File: config.mk
export PLATFORM = sky130hd
export DESIGN_NAME = wb_sram_responder_flat
export DESIGN_NICKNAME = d
export VERILOG_FILES = /design/src/rtl/wb_sram_responder_if.sv /design/src/rtl/wb_sram_responder.sv /design/src/flat_wrapper.sv
export SDC_FILE = /design/constraint.sdc
export NUM_CORES = 1
export LEC_CHECK = 0
export BUFFER_PORTS_ARGS = -buffer_cell sky130_fd_sc_hd__buf_4
export CELL_PAD_IN_SITES_DETAIL_PLACEMENT = 0
export CELL_PAD_IN_SITES_GLOBAL_PLACEMENT = 2
export CORE_AREA = 5 5 99 101
export CTS_CLUSTER_SIZE = 24
export DETAILED_ROUTE_END_ITERATION = 8
export DIE_AREA = 0 0 104 106
export PLACE_DENSITY_LB_ADDON = 0.3
export SLEW_MARGIN = 25
export SYNTH_ARGS = -nofsm -noshare
export SYNTH_HDL_FRONTEND = slang
export SYNTH_SLANG_ARGS = --single-unit
export TNS_END_PERCENT = 10
File: constraint.sdc
create_clock -name clk -period 1.6 [get_ports clk]
set_input_delay 0.08 -clock clk [delete_from_list [all_inputs] [get_ports clk]]
set_output_delay 0.08 -clock clk [all_outputs]
set_load 0.01 [all_outputs]
File: src/rtl/wb_sram_responder_if.sv
// Wishbone classic bus bundle between an initiator and the SRAM responder.
interface wb_sram_responder_if #(
    parameter int DATA_WIDTH = 32,
    parameter int ADDR_WIDTH = 9
);
    logic                  wb_cyc_i;
    logic                  wb_stb_i;
    logic                  wb_we_i;
    logic [ADDR_WIDTH-1:0] wb_adr_i;
    logic [DATA_WIDTH-1:0] wb_dat_i;
    logic [3:0]            wb_sel_i;
    logic [DATA_WIDTH-1:0] wb_dat_o;
    logic                  wb_ack_o;

    modport master (
        output wb_cyc_i, wb_stb_i, wb_we_i, wb_adr_i, wb_dat_i, wb_sel_i,
        input  wb_dat_o, wb_ack_o
    );

    modport slave (
        input  wb_cyc_i, wb_stb_i, wb_we_i, wb_adr_i, wb_dat_i, wb_sel_i,
        output wb_dat_o, wb_ack_o
    );
endinterface

File: src/rtl/wb_sram_responder.sv
// Wishbone classic responder for one single-port SRAM macro (port 0).
// The SRAM is driven straight from the bus while idle, so the access is
// captured on the first edge a request is seen; the ack is timed to the
// one-cycle read latency of the macro.
module wb_sram_responder #(
    parameter int DATA_WIDTH = 32,
    parameter int ADDR_WIDTH = 9
) (
    input  logic                  clk,
    input  logic                  rst,
    wb_sram_responder_if.slave    wb,
    output logic                  sram_csb0,
    output logic                  sram_web0,
    output logic [3:0]            sram_wmask0,
    output logic [ADDR_WIDTH-1:0] sram_addr0,
    output logic [DATA_WIDTH-1:0] sram_din0,
    input  logic [DATA_WIDTH-1:0] sram_dout0
);

    typedef enum logic [1:0] {
        IDLE    = 2'd0,
        RD_WAIT = 2'd1,
        ACK     = 2'd2
    } state_t;

    state_t                state_reg;
    logic                  ack_reg;
    logic [DATA_WIDTH-1:0] dat_reg;
    logic                  req;

    // A strobe without an active cycle is not a request.
    assign req = wb.wb_cyc_i & wb.wb_stb_i;

    // Address, data and mask go straight through; they only matter when
    // chip select is active, which happens in IDLE alone.
    assign sram_addr0  = wb.wb_adr_i;
    assign sram_din0   = wb.wb_dat_i;
    assign sram_wmask0 = wb.wb_sel_i;

    // Chip select / write enable: only idle requests reach the SRAM, and
    // reset parks the macro regardless of bus activity.
    always_comb begin
        sram_csb0 = 1'b1;
        sram_web0 = 1'b1;
        if (!rst && state_reg == IDLE) begin
            sram_csb0 = ~req;
            sram_web0 = ~(req & wb.wb_we_i);
        end
    end

    // Handshake FSM: writes ack one cycle after capture, reads wait one
    // extra cycle for the SRAM output and latch it together with the ack.
    always_ff @(posedge clk or posedge rst) begin
        if (rst) begin
            state_reg <= IDLE;
            ack_reg   <= 1'b0;
            dat_reg   <= '0;
        end else begin
            case (state_reg)
                IDLE: begin
                    ack_reg <= 1'b0;
                    if (req) begin
                        if (wb.wb_we_i) begin
                            state_reg <= ACK;
                            ack_reg   <= 1'b1;
                        end else begin
                            state_reg <= RD_WAIT;
                        end
                    end
                end
                RD_WAIT: begin
                    if (wb.wb_cyc_i) begin
                        dat_reg   <= sram_dout0;
                        state_reg <= ACK;
                        ack_reg   <= 1'b1;
                    end else begin
                        // Master abandoned the cycle: no ack, keep old data.
                        state_reg <= IDLE;
                        ack_reg   <= 1'b0;
                    end
                end
                ACK: begin
                    state_reg <= IDLE;
                    ack_reg   <= 1'b0;
                end
                default: begin
                    state_reg <= IDLE;
                    ack_reg   <= 1'b0;
                end
            endcase
        end
    end

    assign wb.wb_ack_o = ack_reg;
    assign wb.wb_dat_o = dat_reg;

endmodule

File: src/flat_wrapper.sv
// flat-port wrapper written by rule: the top's interface ports become plain ports
module wb_sram_responder_flat 
#(
    parameter int DATA_WIDTH = 32,
    parameter int ADDR_WIDTH = 9
)
  (clk, rst, sram_csb0, sram_web0, sram_wmask0, sram_addr0, sram_din0, sram_dout0, wb_wb_cyc_i, wb_wb_stb_i, wb_wb_we_i, wb_wb_adr_i, wb_wb_dat_i, wb_wb_sel_i, wb_wb_dat_o, wb_wb_ack_o);
  wb_sram_responder_if #(.DATA_WIDTH(DATA_WIDTH), .ADDR_WIDTH(ADDR_WIDTH)) wb_i ();
  input  logic clk;
  input  logic rst;
  output logic sram_csb0;
  output logic sram_web0;
  output logic [3:0] sram_wmask0;
  output logic [ADDR_WIDTH-1:0] sram_addr0;
  output logic [DATA_WIDTH-1:0] sram_din0;
  input  logic [DATA_WIDTH-1:0] sram_dout0;
  input wire logic [$bits(wb_i.wb_cyc_i)-1:0] wb_wb_cyc_i;
  input wire logic [$bits(wb_i.wb_stb_i)-1:0] wb_wb_stb_i;
  input wire logic [$bits(wb_i.wb_we_i)-1:0] wb_wb_we_i;
  input wire logic [$bits(wb_i.wb_adr_i)-1:0] wb_wb_adr_i;
  input wire logic [$bits(wb_i.wb_dat_i)-1:0] wb_wb_dat_i;
  input wire logic [$bits(wb_i.wb_sel_i)-1:0] wb_wb_sel_i;
  output wire logic [$bits(wb_i.wb_dat_o)-1:0] wb_wb_dat_o;
  output wire logic [$bits(wb_i.wb_ack_o)-1:0] wb_wb_ack_o;
  assign wb_i.wb_cyc_i = wb_wb_cyc_i;
  assign wb_i.wb_stb_i = wb_wb_stb_i;
  assign wb_i.wb_we_i = wb_wb_we_i;
  assign wb_i.wb_adr_i = wb_wb_adr_i;
  assign wb_i.wb_dat_i = wb_wb_dat_i;
  assign wb_i.wb_sel_i = wb_wb_sel_i;
  assign wb_wb_dat_o = wb_i.wb_dat_o;
  assign wb_wb_ack_o = wb_i.wb_ack_o;
  wb_sram_responder #(.DATA_WIDTH(DATA_WIDTH), .ADDR_WIDTH(ADDR_WIDTH)) u_core (.clk(clk), .rst(rst), .wb(wb_i), .sram_csb0(sram_csb0), .sram_web0(sram_web0), .sram_wmask0(sram_wmask0), .sram_addr0(sram_addr0), .sram_din0(sram_din0), .sram_dout0(sram_dout0));
endmodule
==> results of run 1 <==
## metrics by stage
step	util (%)	hold WS [ns]
3_3_place_gp	23.8	0.160
6_report	25.0	0.0278
3_5_place_dp	23.8	0.160
5_1_grt	25.0	0.0129
2_1_floorplan	-	0.146
4_1_cts	25.0	0.0108
## worst reg2reg max path, delay by kind of cell (launching register included)
family	cells	cell delay, ns
buffers and inverters	1	0.24
multiplexers	1	0.32
AND/OR/NAND/NOR	1	0.26
flip-flops	1	0.41
## report_power, final
part	switching (mW)	internal (mW)	leakage (nW)	total, mW
registers	0.142	1.11	0.428	1.25
logic	0.319	0.621	0.704	0.941
clock network	0.308	0.338	0.0470	0.646
total	0.769	2.07	1.18	2.84
## cells by family (layout without fill, tap and decap cells)
logic type | after synthesis | after routing
AOI/OAI and AO/OA | 1 | 1
buffers and inverters | 49 | 84
DFF | 35 | 35
muxes | 32 | 32
and+or+nand+nor | 7 | 7
## area by class of cell
cell class / count / area share, %
clock buffer: 6 / 3.70
timing repair buffer: 76 / 26.3
tap: 111 / 6.22
clock inverter: 1 / 0.224
sequential: 35 / 39.2
multi-input combinational: 40 / 24.2
inverter: 1 / 0.168
## placed cells by master (no fill, tap or decap)
master and instances:
and4bb_2 1, clkbuf_8 6, nand3b_4 1, nor2b_1 1, buf_12 1, a21oi_1 1, mux2_4 30, buf_4 73
mux2_2 2, nor3b_1 2, nand3_1 1, nand2_1 1, dlygate4sd3_1 2, inv_1 1, clkinv_2 1, dfrtp_1 35
## path summary, 6_finish.rpt
check	cells after the start	to	slack (ns)
max	3	u_core.wb.wb_dat_o[10]	0.25
min	2	u_core.wb.wb_dat_o[24]	0.03
max reg2reg	3	u_core.wb.wb_dat_o[10]	0.25
min reg2reg	1	u_core.wb.wb_ack_o	0.49
max in group asynchronous	4	u_core.wb.wb_dat_o[10]	0.86
min in group asynchronous	4	u_core.wb.wb_dat_o[24]	0.53
## layer usage
metal / vias to the layer above / track usage (%)
met2: 76 / 12.1
li1: 433 / -
met3: 10 / 3.89
met5: - / 0
met1: 474 / 7.59
met4: 0 / 3.15
## timing repair
action / 4_1_cts / 5_1_grt
setup buffers: 0 / 0
endpoints found under the hold margin: 36 / 0
hold buffers: 2 / 0
==> reports/qor.yml, run 1 <==
grt:
  grt_max_degree: 26
  antenna_found_initial: 0
  globalRouteTotalUtil_pct: 7.26
  grt_pass1_vias: 1220
  grt_pass1_wl_um: 6400
  overflow: 0
synthesis:
  synth_edf_count: 0
  synth_adder_area_share_pct: 0
  synth-main-ff-cell: "dfrtp_1"
  synthArstFlopShare_pct: 100
  synth_top_area_share_pct: 48.9
  synth_mux_area_share_pct: 26.4
  synth-xor-area-share_pct: 0
  synthesis.area_um2: 1790
  yosysMostFrequentCell: "buf_4"
  syn_nets: 206
  yosys-top-cells-count: "45 x buf_4, 35 x dfrtp_1, 30 x mux2_4"
  synth_cell_types: 13
  synth_area_leaders: "dfrtp_1 49%, mux2_4 25%, buf_4 19%, buf_6 1.9%, mux2_2 1.3%"
  syn_area_per_cell_um2: 14.4
  synth-seq-cells: 35
  synthSimpleGateAreaFrac_pct: 3.49
  synthCells: 124
  yosys_warnings: 0
  synth_top_family_by_area: "multiplexers"
  yosys.area.top_type: "dfrtp_1"
  ys_seq_area_share_pct: 48.9
  synth_compound_area_share_pct: 0.279
timing:
  timing.final.crit_share_pct: 84.6
  layout_min_cycle_time_ns: 1.35
  tightest_slew_ns: 0.245
  fin_skew_ns: 0.00375
  drv_slew: 0
  setup_viol: 0
  tns_ns: 0
  hold_viol_final: 0
  rsz0062_at_grt: "no"
  max-slew-margin-rel_pct: 83.7
  max_freq_mhz: 738
  fin_ws_ns: 0.246
finish:
  seqCellArea_um2: 876
  fillCellCount: 947
  final_cells: 270
  multiInputGateArea_um2: 541
  largest_reg_flops: 32
  layout-drive-gt1-share_pct: 72.3
  post-route-cell-area_um2: 2230
  antennaDiodeCount: 0
  layout-area-overhead-vs-synth_pct: 24.7
  nets: 241
power_and_ir_drop:
  p_per_area_nw_per_um2: 1270
  ir_drop_mv: 0.521
  power_mw: 2.84
  p_leak_nw: 1.18
detailed_routing:
  wl_per_cell_um: 15.1
  ant_nets: 0
  m1WireLength_um: 1530
  dr_wl_met2_um: 2060
  firstDrtPassIters: 2
  viasPerCell: 3.68
  wirelength_um: 4070
  vias: 993
  drtIter0Drc: 11
  highest_layer: "met4"
  wl_met3_um: 425
  drc: 0
die:
  io_pins: 162
  coreArea_um2: 8930
  fp.dieW_um: 104
  die_h_um: 106
  dieArea_um2: 11000
  rows: 35
  start_util_pct: 20.1
placed_design:
  dpl.hpwl_um: 3130
  placed_cell_area_um2: 2130
  gp_congestion: 0.704
  portBuffers: 71
  placedCellCount: 261
  dp_slack_ns: 0.241
clock_tree:
  cts-htree-levels: 2
  cts-root-buf: "clkbuf_8"
  cts-resized-gates: 0
  clkSinkCount: 35
  path_clk_slew_ns: 0.07
  clk_latency_ns: 0.28
  cts_buffers: 5
  cts_tree: "done"
  cts_max_path_buffers: 2
job:
  drv_cap: 0
worst_setup_path:
  crit_start: "u_core.state_reg[1]"
  required_ns: 1.76
  worst-path-max-fanout: 25
  r2r-start: "u_core.state_reg[1]"
  worstSetupStartpointType: "register"
  crit_buf_inv: 1
  path_cells: "nand3b_4 -> buf_12 -> mux2_4"
  crit_path_end_kind: "register"
  crit_slowest_cell: "dfrtp_1"
  critPathTopFamily: "flip-flops"
  cpPeakStageDelay_ns: 0.41
  critPathKind: "reg2reg"
  worstPathArrival_ns: 1.51
min_path:
  hp-class: "in2reg"
  hold_start: "sram_dout0[24]"
run_status:
  outcome: "complete, no violations"
Note: power is estimated with default switching activity, not from simulation.
==> inputs of run 2 (changes only) <==
--- a/config.mk
+++ b/config.mk
@@ -5,13 +5,14 @@
 export SDC_FILE = /design/constraint.sdc
 export NUM_CORES = 1
 export LEC_CHECK = 0
+export ABC_AREA = 1
 export BUFFER_PORTS_ARGS = -buffer_cell sky130_fd_sc_hd__buf_4
 export CELL_PAD_IN_SITES_DETAIL_PLACEMENT = 0
 export CELL_PAD_IN_SITES_GLOBAL_PLACEMENT = 2
-export CORE_AREA = 5 5 99 101
+export CORE_AREA = 5 5 110 112
 export CTS_CLUSTER_SIZE = 24
 export DETAILED_ROUTE_END_ITERATION = 8
-export DIE_AREA = 0 0 104 106
+export DIE_AREA = 0 0 115 117
 export PLACE_DENSITY_LB_ADDON = 0.3
 export SLEW_MARGIN = 25
 export SYNTH_ARGS = -nofsm -noshare
==> constraint.sdc (replaced) <==
create_clock -name clk -period 1.2 [get_ports clk]
set_input_delay 0.06 -clock clk [delete_from_list [all_inputs] [get_ports clk]]
set_output_delay 0.06 -clock clk [all_outputs]
set_load 0.01 [all_outputs]
==> reports/qor.yml, run 2 <==
synthesis:
  synth_area_leaders: "dfrtp_1 48%, buf_4 20%, nand2_1 14%, nand4_1 11%, buf_6 2.5%"  # was dfrtp_1 49%, mux2_4 25%, buf_4 19%, buf_6 1.9%, mux2_2 1.3%
  yosys-top-cells-count: "69 x nand2_1, 48 x buf_4, 35 x dfrtp_1"  # was 45 x buf_4, 35 x dfrtp_1, 30 x mux2_4
  synth_edf_count: 0  # unchanged
  syn_nets: 287  # was 206
  synth_top_area_share_pct: 47.9  # was 48.9%
  yosysMostFrequentCell: "nand2_1"  # was buf_4
  synthesis.area_um2: 1830  # was 1790 um^2
  synth-main-ff-cell: "dfrtp_1"  # unchanged
  ys_seq_area_share_pct: 47.9  # was 48.9%
  synth-seq-cells: 35  # unchanged
  syn_area_per_cell_um2: 8.92  # was 14.4 um^2
  yosys.area.top_type: "dfrtp_1"  # unchanged
  yosys_warnings: 0  # unchanged
  synth_cell_types: 11  # was 13
  synthCells: 205  # was 124
  synthArstFlopShare_pct: 100  # unchanged
timing:
  layout_min_cycle_time_ns: 1.14
  setup_viol: 0  # unchanged
  tightest_slew_ns: 0.242  # was 0.245 ns
  max-slew-margin-rel_pct: 83.9  # was 83.7%
  rsz0062_at_grt: "yes"  # was no
  max_freq_mhz: 877
  fin_ws_ns: 0.0593  # was 0.246 ns
  fin_skew_ns: 0.00466  # was 0.00375 ns
  hold_viol_final: 0  # unchanged
  timing.final.crit_share_pct: 95.1
  drv_slew: 0  # unchanged
power_and_ir_drop:
  ir_drop_mv: 0.516  # was 0.521 mV
  p_leak_nw: 1.24  # was 1.18 nW
  p_per_area_nw_per_um2: 1690  # was 1270 nW/um^2
  power_mw: 4.02  # was 2.84 mW
clock_tree:
  cts-root-buf: "clkbuf_16"  # was clkbuf_8
  cts-htree-levels: 2  # unchanged
  cts_max_path_buffers: 2  # unchanged
  cts_tree: "done"  # unchanged
  path_clk_slew_ns: 0.06  # was 0.07 ns
  clkSinkCount: 35  # unchanged
  clk_latency_ns: 0.27  # was 0.28 ns
  cts_buffers: 5  # unchanged
placed_design:
  dp_slack_ns: 0.187  # was 0.241 ns
  placed_cell_area_um2: 2190  # was 2130 um^2
  portBuffers: 71  # unchanged
  placedCellCount: 368  # was 261
  dpl.hpwl_um: 3790  # was 3130 um
  gp_congestion: 0.673  # was 0.704
detailed_routing:
  viasPerCell: 3.72  # was 3.68
  ant_nets: 0  # unchanged
  wl_per_cell_um: 14.2  # was 15.1 um
  firstDrtPassIters: 6  # was 2
  vias: 1411  # was 993
  wirelength_um: 5390  # was 4070 um
  drc: 0  # unchanged
  drtIter0Drc: 49  # was 11
finish:
  final_cells: 379  # was 270
  nets: 317  # was 241
  fillCellCount: 1268  # was 947
  layout-area-overhead-vs-synth_pct: 30.2  # was 24.7%
  antennaDiodeCount: 0  # unchanged
  largest_reg_flops: 32  # unchanged
  post-route-cell-area_um2: 2380  # was 2230 um^2
  final_cell_mix: "78 x buf_4, 69 x nand2_1, 34 x dfrtp_1"  # was 73 x buf_4, 35 x dfrtp_1, 30 x mux2_4
  fin_util_pct: 21.4  # was 25.0%
  layout-drive-gt1-share_pct: 39.0  # was 72.3%
  layout_commonest_cell: "buf_4"  # unchanged
worst_setup_path:
  crit_path_end_kind: "primary output"  # was register
  required_ns: 1.14  # was 1.76 ns
  worstSetupStartpointType: "register"  # unchanged
  critPathKind: "reg2out"  # was reg2reg
  rr_worst_depth: 5  # was 3
  worstPathArrival_ns: 1.08  # was 1.51 ns
  worst-path-max-fanout: 4  # was 25
grt:
  grt_max_degree: 36  # was 26
  antenna_found_initial: 0  # unchanged
  grt_pass1_wl_um: 8240  # was 6400 um
  overflow: 0  # unchanged
  globalRouteTotalUtil_pct: 8.03  # was 7.26%
  grt_pass1_vias: 1452  # was 1220
run_status:
  outcome: "complete, no violations"  # unchanged
die:
  fp.dieW_um: 115  # was 104 um
  io_pins: 162  # unchanged
  dieArea_um2: 13500  # was 11000 um^2
  rows: 39  # was 35
  coreArea_um2: 11100  # was 8930 um^2
  start_util_pct: 16.4  # was 20.1%
  die_h_um: 117  # was 106 um
job:
  drv_cap: 0  # unchanged
min_path:
  hp-class: "in2reg"  # unchanged
  holdPathStages: 3  # was 2
-- run 2: critical path: stages, from the launching register on --
cell	delay, ns
dfrtp_1	0.41
nor2_4	0.15
nand3_1	0.10
buf_4	0.15
-- run 2: per-stage QoR --
| step | TNS, ns | hold slack [ns] |
|---|---|---|
| 3_3_place_gp | 0 | 0.120 |
| 3_5_place_dp | 0 | 0.120 |
| 6_report | 0 | 0.0354 |
| 2_1_floorplan | 0 | 0.126 |
| 5_1_grt | -0.0132 | 0.0314 |
| 4_1_cts | 0 | 0.0334 |
-- run 2: cell type report --
class | count | area (um^2) | area share (%)
clock buffers | 8 | 156 | 6.57
repair buffers | 82 | 646 | 27.1
multi-input cells | 107 | 508 | 21.3
flip-flops and latches | 35 | 877 | 36.8
well taps | 143 | 179 | 7.51
inverters | 4 | 15.0 | 0.631
-- run 2: worst paths after layout --
| path | from | to | slack [ns] |
|---|---|---|---|
| hold reg to reg | u_core.wb.wb_dat_o[15] | u_core.wb.wb_dat_o[15] | 0.47 |
| setup reg to reg | u_core.state_reg[0] | u_core.wb.wb_dat_o[31] | 0.10 |
| hold / removal | sram_dout0[28] | u_core.wb.wb_dat_o[28] | 0.04 |
| max in group asynchronous | rst | u_core.state_reg[0] | 0.50 |
| setup / recovery | u_core.state_reg[1] | sram_csb0 | 0.06 |
| min in group asynchronous | rst | u_core.wb.wb_dat_o[25] | 0.49 |
-- run 2: repair_timing --
action / CTS / global route
setup buffers: 0 / 1
resized for setup: 3 / 1
endpoints found under the hold margin: 36 / 0
hold buffers: 2 / 0
endpoints found under the setup margin: 2 / 2
pin swaps: 0 / 1
-- run 2: logic make-up after synthesis --
| kind of cell | share of synthesized area [%] |
|---|---|
| buffers and inverters | 24.9 |
| flip-flops | 47.9 |
| AND/OR/NAND/NOR | 27.2 |
-- run 2: metal layers --
layer	global-route usage, %	wire (um)	up-vias
met5	0	0	-
met4	3.52	116	0
met3	2.21	379	18
met2	12.1	2480	47
met1	10.8	2410	659
li1	-	-	687
-- run 2: report_power, final --
part / total, mW / internal, mW / leakage (nW) / switching [mW]
combinational: 1.03 / 0.539 / 0.722 / 0.490
sequential: 1.62 / 1.46 / 0.443 / 0.165
clock: 1.37 / 0.884 / 0.0772 / 0.484
total: 4.02 / 2.88 / 1.24 / 1.14
